$ cat src/rtl/bz_link_flit_assembler.sv
// Link-side flit assembler: packs header + 3 data flits into one route/payload
// word behind a single output register, and counts packets whose last flit is flagged.
module bz_link_flit_assembler #(
  parameter int unsigned FLIT_W    = 11,
  parameter int unsigned ROUTE_W   = 10,
  parameter int unsigned PAYLOAD_W = 32,
  parameter int unsigned ERR_W     = 16
) (
  input  logic                 clk,
  input  logic                 reset,
  input  logic [FLIT_W-1:0]    flit_in,
  input  logic                 flit_valid,
  output logic                 flit_ready,
  output logic [ROUTE_W-1:0]   pkt_route,
  output logic [PAYLOAD_W-1:0] pkt_payload,
  output logic                 pkt_valid,
  input  logic                 pkt_ready,
  output logic [ERR_W-1:0]     err_count,
  output logic                 busy
);

  localparam int unsigned TAIL_W = PAYLOAD_W - 2 * FLIT_W;

  typedef enum logic [1:0] {HEAD, D0, D1, D2} state_t;

  state_t             state;
  state_t             state_next;
  logic [ROUTE_W-1:0] route_q;
  logic [FLIT_W-1:0]  d0_q;
  logic [FLIT_W-1:0]  d1_q;
  logic               flit_xfer;
  logic               pkt_xfer;

  // Final flit only lands when the output slot is empty or draining this cycle.
  assign flit_ready = !reset && ((state != D2) || !pkt_valid || pkt_ready);
  assign flit_xfer  = flit_valid && flit_ready;
  assign pkt_xfer   = pkt_valid && pkt_ready;
  assign busy       = (state != HEAD);

  // Next-state logic: advance only on an accepted flit.
  always_comb begin
    state_next = state;
    if (flit_xfer) begin
      case (state)
        HEAD:    state_next = D0;
        D0:      state_next = D1;
        D1:      state_next = D2;
        default: state_next = HEAD;
      endcase
    end
  end

  always_ff @(posedge clk) begin
    if (reset) begin
      state <= HEAD;
    end else begin
      state <= state_next;
    end
  end

  // Datapath capture, output register and saturating error counter.
  always_ff @(posedge clk) begin
    if (reset) begin
      route_q     <= '0;
      d0_q        <= '0;
      d1_q        <= '0;
      pkt_route   <= '0;
      pkt_payload <= '0;
      pkt_valid   <= 1'b0;
      err_count   <= '0;
    end else begin
      if (flit_xfer && state == D2) begin
        pkt_route   <= route_q;
        pkt_payload <= {flit_in[TAIL_W-1:0], d1_q, d0_q};
        pkt_valid   <= 1'b1;
        if (flit_in[FLIT_W-1] && (err_count != {ERR_W{1'b1}})) begin
          err_count <= err_count + ERR_W'(1);
        end
      end else if (pkt_xfer) begin
        pkt_valid <= 1'b0;
      end
      if (flit_xfer) begin
        case (state)
          HEAD:    route_q <= flit_in[ROUTE_W-1:0];
          D0:      d0_q    <= flit_in;
          D1:      d1_q    <= flit_in;
          default: ;
        endcase
      end
    end
  end

endmodule

$ cat config.mk
export PLATFORM = sky130hd
export DESIGN_NAME = bz_link_flit_assembler
export DESIGN_NICKNAME = d
export VERILOG_FILES = /design/src/rtl/bz_link_flit_assembler.sv
export SDC_FILE = /design/constraint.sdc
export NUM_CORES = 1
export LEC_CHECK = 0
export BUFFER_PORTS_ARGS = -buffer_cell sky130_fd_sc_hd__buf_4
export CELL_PAD_IN_SITES_DETAIL_PLACEMENT = 0
export CELL_PAD_IN_SITES_GLOBAL_PLACEMENT = 1
export CORE_MARGIN = 2
export CORE_UTILIZATION = 40
export CTS_CLUSTER_SIZE = 16
export DETAILED_ROUTE_END_ITERATION = 10
export GPL_ROUTABILITY_DRIVEN = 0
export GPL_TIMING_DRIVEN = 0
export PLACE_DENSITY_LB_ADDON = 0.08
export SYNTH_ARGS = -nofsm -noshare
export SYNTH_HDL_FRONTEND = slang
export SYNTH_SLANG_ARGS = --single-unit
$ cat constraint.sdc
create_clock -name clk -period 2.3 [get_ports clk]
set_input_delay 0.115 -clock clk [delete_from_list [all_inputs] [get_ports clk]]
set_output_delay 0.115 -clock clk [all_outputs]
set_load 0.02 [all_outputs]
==> results.rst <==
.. list-table::
   :header-rows: 1

   * - Metric
     - Value
   * - Status
     - completed
   * - Detailed-route vias per instance
     - 5.14
   * - # resized after CTS
     - 0
   * - Power density over the cells
     - 650 nW/um^2
   * - Setup repair after global routing missed its margin
     - false
   * - Peak Freq
     - ~470 MHz
   * - Sequential share of the synthesized area
     - just over 50%
   * - Flip-flop and latch count after synthesis
     - between 90 and 100
   * - Clock slew at reported path FFs
     - roughly 90 ps
   * - Ports
     - 76
   * - Endpoint arrival time on the critical path
     - approximately 2400 ps
   * - Placed inst area
     - between 4000 and 5000 sq um
   * - Reg-to-reg critical path endpoint
     - err_count[14]
   * - Fillers
     - 863
   * - Post-DR wirelength/cell
     - approximately 15 um
   * - Starting DRT DRC Count
     - a little over 80
   * - Ratio of cells with drive above 1 in the final layout
     - between 20% and 30%
   * - Largest clock skew in the final design
     - a little over 9 ps
   * - Destination of the worst hold path
     - pkt_payload[31]
   * - Highest cell delay on the worst timing path
     - 440 ps
   * - Endpoint required time on the critical path
     - roughly 2600 ps
   * - Total Die Area
     - just under 10,000 sq um
   * - DIE WIDTH
     - just under 100 um
   * - Area of the mapped netlist
     - 3640 sq um
   * - Number of synthesized flops with an enable pin
     - 0
   * - Most used flip-flop cell after synthesis
     - dfxtp_1
   * - Standard-cell row count
     - 34
   * - Hold-fix buffers at CTS
     - 0
   * - First-pass GRT wire length
     - 14,700 um
   * - Detailed-routing iteration count for the pre-antenna-repair pass
     - 4
   * - Num CTS Buffers
     - 9
   * - Maximum VDD drop
     - 0.000358 V
   * - Crit-path max FO
     - 10
   * - Worst hold path type
     - input pin to flop
   * - Count of distinct cell types in the synthesized netlist
     - 38
   * - Overall overflow remaining after global route
     - 0
   * - Reg2Reg Setup Slack
     - roughly 170 ps
   * - Total of warnings raised by yosys
     - 0
   * - CTS tree
     - done
   * - Maximum number of pins on one net before global-route repair
     - 16
   * - Leading cell type in the layout, fill and taps excluded
     - dfxtp_1
   * - Half-perimeter wire length after detailed placement
     - roughly 6300 um
   * - Final Max Slew Viols
     - 0
   * - Cell with the largest stage delay on the worst path
     - nor4_1
   * - Total number of vias
     - around 3.1k
   * - Cells on worst reg2reg path
     - 6
   * - Area growth from synthesis to final layout
     - 24.9%
   * - Final hold violation count
     - 0
   * - Worst hold margin
     - about 30 ps
   * - List of cells traversed by the critical path
     - ha_1, and4_1, and4_4, buf_6, nor4_1, mux2_1
   * - Post-CTS Setup Repair Bufs
     - 0
   * - Slew at the pin closest to its max-slew limit
     - 551 ps
   * - Number of global-route vias before repair
     - approximately 2.9k
   * - Worst Min Path Start
     - flit_in[9]
   * - Source-to-sink clock delay at the later pin of the worst-skew pair
     - 360 ps
   * - Total wire length after detailed routing
     - between 9000 and 10,000 um
   * - Total power
     - 2.95 mW
   * - Total of buffers placed on input and output ports
     - 75
   * - Clock tree buffer depth
     - 2
   * - Antenna fix cells
     - 0
   * - Commonest cells after routing, fill and taps aside
     - dfxtp_1, nand2_1, buf_4, a21oi_1, nor2_1
   * - Vertical die dimension
     - between 90 and 100 um
   * - Worst setup EP type
     - flop
   * - Num Clock Sinks
     - 93
   * - Placeable core region
     - 8760 sq um
   * - Number of H-tree levels
     - 3
   * - ANT nets after route
     - 0
   * - Max-cap violations
     - 0
   * - Final layout net count
     - 514
   * - Global-route total usage across every layer
     - 18.8%
   * - Worst slew slack as a fraction of its limit
     - a little over three fifths
   * - Final period utilization
     - between 90% and 100%
   * - CP Launch Point
     - err_count[0]
   * - Starting density of the core
     - around two fifths
   * - Proportion of register bits with asynchronous set or reset after synthesis
     - 0%
   * - Number of stages on the worst hold path
     - 3
   * - Category of the most critical setup path
     - flop to flop
   * - Launch instance of the worst register-to-register path
     - err_count[0]
   * - Number of antenna violations at the first check in global routing
     - 0
   * - Number of DRC violations after detailed routing
     - 0
   * - Final instance area
     - about 4500 sq um
   * - Total Negative Setup Slacks
     - 0 ps
   * - Final core utilization
     - roughly half
   * - Period minus WS final
     - roughly 2100 ps
   * - Final setup viols
     - 0
   * - Net count after synthesis
     - approximately 430
   * - Gate Count Post-Synth
     - ~410
   * - Root buffer cell
     - clkbuf_8
   * - Leakage power figure
     - approximately 2 nW
   * - Crit path launch type
     - flop
   * - Mean instance size in the synthesized netlist
     - around 9 sq um
[cell families after synthesis]
family / share of synthesized area, %
buffers and inverters: 4.16
AND/OR/NAND/NOR: 22.3
AO/OA/AOI/OAI: 9.97
multiplexers: 10.7
flip-flops: 51.2
adder cells (fa/ha/maj): 1.72
[flip-flops by register name, summed over array words and instances (netlist names)]
name,cells
err_count,16
d1_q,11
pkt_valid,1
state,2
pkt_route,10
d0_q,11
route_q,10
pkt_payload,32
[metal layers]
layer / GRT usage (%) / routed length [um] / up-vias
met3: 3.02 / 385 / 11
met4: 7.59 / 161 / 0
met5: 0 / 0 / -
met2: 31.2 / 4290 / 63
met1: 24.5 / 4210 / 1482
li1: - / - / 1562
[how the worst max path moves through the flow]
stage	end	slack [ps]	cells after the start
finish	err_count[14]	170	6
global route	err_count[14]	170	6
CTS	err_count[14]	220	6
detailed placement	err_count[14]	230	6
global placement	err_count[14]	260	6
floorplan	err_count[9]	360	6
[cell type report]
class | count | area [sq um] | area share (%)
plain buffers | 27 | 133 | 2.92
clock buffers | 12 | 155 | 3.41
clock inverters | 4 | 53.8 | 1.18
inverters | 5 | 18.8 | 0.413
multi-input cells | 283 | 1630 | 35.8
flip-flops and latches | 93 | 1860 | 40.9
well taps | 108 | 135 | 2.97
repair buffers | 75 | 563 | 12.4
[metrics by stage]
stage,worst slack [ps],cells
after global placement,260,591
final,174,607
after floorplan,364,408
after global routing,165,607
after detailed placement,233,591
after CTS,221,607
[synth_stat cells, types with 3 or more instances]
master / number / area, sq um
dfxtp_1: 93 / 1860
nand2_1: 89 / 334
a21oi_1: 51 / 255
nor2_1: 38 / 143
mux2i_1: 32 / 320
clkbuf_1: 13 / 48.8
buf_2: 10 / 50.1
nand3_1: 10 / 50.1
or4_1: 6 / 45.0
and2b_1: 5 / 37.5
and3_1: 5 / 31.3
ha_1: 5 / 62.6
inv_1: 5 / 18.8
mux2_1: 5 / 56.3
nor4_1: 5 / 31.3
o31ai_1: 5 / 37.5
o41ai_1: 3 / 26.3
[critical path, delay by kind of cell, from the launching register on]
family | cells | cell delay, ps
buffers and inverters | 1 | 140
adder cells (fa/ha/maj) | 1 | 240
AND/OR/NAND/NOR | 3 | 920
multiplexers | 1 | 360
flip-flops | 1 | 360
[report_power, final]
part | total (mW) | switching (mW) | internal, mW
sequential | 1.64 | 0.0110 | 1.63
combinational | 0.157 | 0.0957 | 0.0615
clock | 1.16 | 0.590 | 0.567
total | 2.95 | 0.697 | 2.26
(Power assumes the default switching activity.)
